$ cat config.mk
export PLATFORM = sky130hd
export DESIGN_NAME = cache_control_nway
export DESIGN_NICKNAME = d
export VERILOG_FILES = /design/src/rtl/cache_control_nway.sv
export SDC_FILE = /design/constraint.sdc
export NUM_CORES = 1
export LEC_CHECK = 0
export CORE_UTILIZATION = 33
export DETAILED_ROUTE_END_ITERATION = 7
export HOLD_SLACK_MARGIN = 0.06
export PLACE_DENSITY = 0.85
export SKIP_CTS_REPAIR_TIMING = 1
export SLEW_MARGIN = 20
export SYNTH_ARGS = -nofsm -noshare
export SYNTH_HDL_FRONTEND = slang
export SYNTH_SLANG_ARGS = --single-unit
$ cat constraint.sdc
create_clock -name clk -period 3.5 [get_ports clk]
set_clock_uncertainty 0.2 [all_clocks]
set_input_delay 0.525 -clock clk [delete_from_list [all_inputs] [get_ports clk]]
set_output_delay 0.525 -clock clk [all_outputs]
set_load 0.02 [all_outputs]
$ cat src/rtl/cache_control_nway.sv
// cache_control_nway: FSM controller for an N-way set-associative,
// write-back, write-allocate cache with tree pseudo-LRU replacement.
// Hits respond from CHECK; misses pick a victim (invalid ways first, then
// PLRU), optionally write it back, refill it, then re-enter CHECK to hit.
module cache_control_nway #(
    parameter  int unsigned NUM_WAYS = 4,
    localparam int unsigned WAY_W    = $clog2(NUM_WAYS)
) (
    input  logic                    clk,
    input  logic                    rst,
    input  logic                    mem_read,
    input  logic                    mem_write,
    input  logic [NUM_WAYS-1:0]     hit_vec,
    input  logic [NUM_WAYS-1:0]     valid_in,
    input  logic [NUM_WAYS-1:0]     dirty_in,
    input  logic [NUM_WAYS-2:0]     plru_in,
    input  logic                    pmem_resp,
    output logic [NUM_WAYS-1:0]     ld_valid,
    output logic [NUM_WAYS-1:0]     ld_dirty,
    output logic [NUM_WAYS-1:0]     ld_tag,
    output logic                    valid_out,
    output logic                    dirty_out,
    output logic [2*NUM_WAYS-1:0]   w_en_mux_sel,
    output logic [NUM_WAYS-1:0]     data_in_mux_sel,
    output logic                    ld_plru,
    output logic [NUM_WAYS-2:0]     plru_out,
    output logic [WAY_W-1:0]        victim_way,
    output logic                    pmem_addr_mux_sel,
    output logic                    pmem_read,
    output logic                    pmem_write,
    output logic                    mem_resp
);

    localparam int unsigned WEN_W = 2 * NUM_WAYS;

    localparam logic [1:0] WEN_FULL_LINE = 2'b01;
    localparam logic [1:0] WEN_CPU_BYTES = 2'b10;

    typedef enum logic [1:0] {
        IDLE,
        CHECK,
        WRITE_BACK,
        ALLOCATE
    } state_t;

    state_t           state;
    state_t           next_state;
    logic [WAY_W-1:0] victim_q;
    logic [WAY_W-1:0] victim_d;

    logic             hit;
    logic [WAY_W-1:0] hit_way;
    logic [WAY_W-1:0] miss_victim;
    logic             is_write;

    // Index of the lowest set bit (0 when none is set).
    function automatic logic [WAY_W-1:0] lowest_set(input logic [NUM_WAYS-1:0] vec);
        logic [NUM_WAYS-1:0] rem;
        logic [WAY_W-1:0]    cnt;
        logic [WAY_W-1:0]    idx;
        logic                found;
        rem   = vec;
        cnt   = '0;
        idx   = '0;
        found = 1'b0;
        for (int unsigned i = 0; i < NUM_WAYS; i++) begin
            if (!found && rem[0]) begin
                idx   = cnt;
                found = 1'b1;
            end
            rem = rem >> 1;
            cnt = cnt + 1'b1;
        end
        return idx;
    endfunction

    function automatic logic [NUM_WAYS-1:0] way_onehot(input logic [WAY_W-1:0] way);
        return NUM_WAYS'(1) << way;
    endfunction

    function automatic logic [WEN_W-1:0] wen_field(input logic [WAY_W-1:0] way,
                                                   input logic [1:0]       code);
        return WEN_W'(code) << {way, 1'b0};
    endfunction

    // Walk the PLRU tree from the root: bit 0 -> left child, bit 1 -> right.
    // Tree nodes are selected with a shifted one-hot mask so the node index
    // never has to match the tree vector's index width.
    function automatic logic [WAY_W-1:0] plru_victim(input logic [NUM_WAYS-2:0] bits);
        logic [WAY_W:0] node;
        logic           dir;
        node = '0;
        for (int unsigned l = 0; l < WAY_W; l++) begin
            dir  = |(bits & ((NUM_WAYS-1)'(1) << node));
            node = {node[WAY_W-1:0], 1'b1} + {{WAY_W{1'b0}}, dir};
        end
        // Leaves occupy nodes N-1..2N-2; subtracting N-1 is +1 modulo N.
        return node[WAY_W-1:0] + 1'b1;
    endfunction

    // Point every node on the path to 'way' away from it; other nodes keep
    // their value. Path bits are taken MSB first from the way index.
    function automatic logic [NUM_WAYS-2:0] plru_touch(input logic [NUM_WAYS-2:0] bits,
                                                       input logic [WAY_W-1:0]    way);
        logic [NUM_WAYS-2:0] tree;
        logic [NUM_WAYS-2:0] mask;
        logic [WAY_W:0]      node;
        logic [WAY_W-1:0]    path;
        logic                dir;
        tree = bits;
        node = '0;
        path = way;
        for (int unsigned l = 0; l < WAY_W; l++) begin
            dir  = path[WAY_W-1];
            mask = (NUM_WAYS-1)'(1) << node;
            tree = dir ? (tree & ~mask) : (tree | mask);
            node = {node[WAY_W-1:0], 1'b1} + {{WAY_W{1'b0}}, dir};
            path = path << 1;
        end
        return tree;
    endfunction

    // State and latched victim; reset drops the machine straight to IDLE.
    always_ff @(posedge clk or negedge rst) begin
        if (!rst) begin
            state    <= IDLE;
            victim_q <= '0;
        end else begin
            state    <= next_state;
            victim_q <= victim_d;
        end
    end

    assign victim_way = victim_q;

    // Hit decode and victim choice for the addressed set.
    always_comb begin
        hit         = |hit_vec;
        hit_way     = lowest_set(hit_vec);
        miss_victim = (&valid_in) ? plru_victim(plru_in) : lowest_set(~valid_in);
        is_write    = mem_write;
    end

    // Next-state and all combinational outputs; everything idles at 0.
    always_comb begin
        next_state        = state;
        victim_d          = victim_q;
        ld_valid          = '0;
        ld_dirty          = '0;
        ld_tag            = '0;
        valid_out         = 1'b0;
        dirty_out         = 1'b0;
        w_en_mux_sel      = '0;
        data_in_mux_sel   = '0;
        ld_plru           = 1'b0;
        plru_out          = '0;
        pmem_addr_mux_sel = 1'b0;
        pmem_read         = 1'b0;
        pmem_write        = 1'b0;
        mem_resp          = 1'b0;

        unique case (state)
            IDLE: begin
                if (mem_read || mem_write) begin
                    next_state = CHECK;
                end
            end

            CHECK: begin
                if (hit) begin
                    mem_resp = 1'b1;
                    ld_plru  = 1'b1;
                    plru_out = plru_touch(plru_in, hit_way);
                    if (is_write) begin
                        ld_dirty     = way_onehot(hit_way);
                        dirty_out    = 1'b1;
                        w_en_mux_sel = wen_field(hit_way, WEN_CPU_BYTES);
                    end
                    next_state = IDLE;
                end else begin
                    victim_d = miss_victim;
                    if (valid_in[miss_victim] && dirty_in[miss_victim]) begin
                        next_state = WRITE_BACK;
                    end else begin
                        next_state = ALLOCATE;
                    end
                end
            end

            WRITE_BACK: begin
                pmem_write        = 1'b1;
                pmem_addr_mux_sel = 1'b1;
                if (pmem_resp) begin
                    next_state = ALLOCATE;
                end
            end

            ALLOCATE: begin
                pmem_read = 1'b1;
                if (pmem_resp) begin
                    ld_valid        = way_onehot(victim_q);
                    ld_tag          = way_onehot(victim_q);
                    ld_dirty        = way_onehot(victim_q);
                    valid_out       = 1'b1;
                    dirty_out       = 1'b0;
                    w_en_mux_sel    = wen_field(victim_q, WEN_FULL_LINE);
                    data_in_mux_sel = way_onehot(victim_q);
                    next_state      = CHECK;
                end
            end

            default: begin
                next_state = IDLE;
            end
        endcase
    end

endmodule

==> reports/metrics.cfg <==
[route]
dr.pass1.iters=4
vias_per_cell=4.768
wl_per_cell_um=11.17
drc=0
vias=739
drt_iter0_markers=4
postRouteWirelength_um=1731
postRouteAntennaNets=0

[finish]
syn_to_final_growth_pct=84.93
final_nets=156
fillCellCount=169
final_cells=155
final_util_pct=65.80
drive_gt1_share_pct=8.462
num_antenna_cells=0

[clock_tree]
cts_max_path_buffers=2
cts_sinks=4
clkLatencyLatePin_ns=0.23
cts_tree=built
h-tree-depth=1
cts_root_buffer=clkbuf_4
numCtsBuffers=3
clkTransAtPathRegs_ns=0.04

[die]
die-width_um=45.15
die_area_um2=2038
core.rowCount=15
core_area_um2=1727
io_pins=56
die_y_um=45.15
initial_core_util_pct=35.58

[worst_setup_path]
cp-start-kind=primary input
worst-path-stages=5
reg2reg_slack_ns=1.66
cp_data_required_time_ns=2.77
r2r-end=state[0]$_DFFE_PN0P_
r2r_start=state[0]$_DFFE_PN0P_
cp_max_fo=6
reg2reg_depth=7
endpoint=ld_dirty[2]
slowest_delay_ns=0.59
crit_chain=clkdlybuf4s50_1 > nand2_1 > nor3b_1 > or2_2 > clkdlybuf4s50_1
cp_slowest_cell=clkdlybuf4s50_1
startpoint=pmem_resp
crit_buf_inv=2
worstSetupPathType=in -> out
cpMostUsedCell=clkdlybuf4s50_1
crit_path_end_kind=primary output
cp_top_family=buffers and inverters
arrival_ns=2.41

[grt]
antenna_found_initial=0
grt_pass1_vias=648
grt_pass1_wl_um=2594
grt_remaining_overflow=0
grt_usage_pct=16.82
grt_start_max_net_pins=10

[yosys]
synth_edf_count=0
syn_avg_cell_area_um2=7.402
async_reset_ff_share_pct=100.0
synth_compound_area_share_pct=14.66
netlist_area_um2=614.3
ys_seq_elements=4
yosys.area.top_type=dfrtp_1
synth-adder-area-share_pct=8.147
synth_top_cell_area_share_pct=16.29
ys_warn_count=0
synth_cells=83
ys_seq_area_share_pct=16.29
ys.flop_type=dfrtp_1
yosysMostFrequentCell=buf_4
synthSimpleGateAreaFrac_pct=37.47
yosys-top-cells-count=buf_4 (11), inv_1 (8), nand2_1 (8)
syn_nets=107
synth_top_family_by_area=simple AND/OR/NAND/NOR gates
synth_top_cells_by_area=dfrtp_1 (16%), buf_4 (13%), ha_1 (8.1%)
synth_xor_area_share_pct=0
synthMuxAreaShare_pct=5.092
ys_types=29

[power_and_ir_drop]
p_leak_nw=0.4764
max-vdd-ir-drop_v=0.0002791
cellPowerDensity_nw_per_um2=383.4

[place]
hpwl_um=1502
place_inst=152
place_congestion=0.7491
io_buffers=55

[job]
maxCapViolCount=0

[timing]
period_needed_ns=3.131
holdWs_ns=0.2954
tightest_slew_ns=0.5590
relSlewSlack_pct=62.62
finalHoldViolCount=0
finalSetupTns_ns=0
setup_viol=0
max_freq_ghz=0.3193
drv_slew=0
fin_crit_sh_pct=89.47
rsz0062_at_grt=no

[status]
status=finished clean

[worst_hold_path]
hp-class=in -> async

==> worst min path at each step <==
stage | to
finish | victim_way[1]$_DFFE_PN0P_
global route | state[1]$_DFFE_PN0P_
CTS | victim_way[0]$_DFFE_PN0P_
detailed placement | state[0]$_DFFE_PN0P_
global placement | state[1]$_DFFE_PN0P_
floorplan | state[0]$_DFFE_PN0P_
==> registers in the layout (all words and copies together), names as in the netlist <==
name,cells
state,2
victim_way,2
==> placed cells by master, fill, tap and decap left out <==
cell type,count
nand2_1,8
nand4_1,1
or2_2,4
and2_4,1
inv_1,8
o21ai_0,4
nor3b_1,5
nand3_1,2
nor4_2,1
dfrtp_1,4
o41ai_1,1
o21a_1,1
clkdlybuf4s50_1,55
ha_1,4
a21oi_1,2
and2b_1,1
mux2i_1,2
o32ai_1,1
clkbuf_4,3
o31ai_1,1
a21boi_0,1
and3_1,4
o21ai_1,1
and2_1,1
mux2_2,1
and4b_1,1
nor2_1,6
nor2b_1,3
nor3_1,2
a2111oi_2,1
==> final cells by class <==
| type | count | area, um^2 | share of cell area [%] |
|---|---|---|---|
| Inverter | 8 | 30.03 | 2.643 |
| Tap cell | 25 | 31.28 | 2.753 |
| Sequential cell | 4 | 100.1 | 8.811 |
| Clock buffer | 3 | 22.52 | 1.982 |
| Multi-Input combinational cell | 60 | 401.6 | 35.35 |
| Timing Repair Buffer | 55 | 550.5 | 48.46 |
==> worst reg2reg max path: stages (launching register included) <==
cell and delay, ns:
dfrtp_1 0.40, inv_1 0.09, ha_1 0.15, inv_1 0.04, o32ai_1 0.51, a21oi_1 0.09
a21oi_1 0.14, o41ai_1 0.09
==> cells by family after synthesis <==
family,after synthesis
AO/OA/AOI/OAI,13
buffers and inverters,19
AND/OR/NAND/NOR,40
multiplexers,3
adder cells (fa/ha/maj),4
flip-flops,4
==> where the power goes <==
group	switching (mW)	internal, mW	total, mW
Clock	0.0170	0.0382	0.0553
Combinational	0.142	0.149	0.292
Sequential	0.0262	0.0622	0.0884
==> per-stage QoR <==
stage	area, um^2	power [mW]	worst slack, ns
4_1_cts	1136	0.4405	0.3557
3_5_place_dp	1114	0.3825	0.3716
2_1_floorplan	614.3	0.2488	0.8943
5_1_grt	1136	0.4681	0.2857
3_3_place_gp	1114	0.3757	0.4270
6_report	1136	0.4355	0.3686
==> layer usage <==
layer	wire, um	track usage (%)
met1	695	20.63
met2	843	28.99
met3	192	4.800
met4	0	3.636
met5	0	0
No activity file was read; power rests on OpenSTA's default activity.
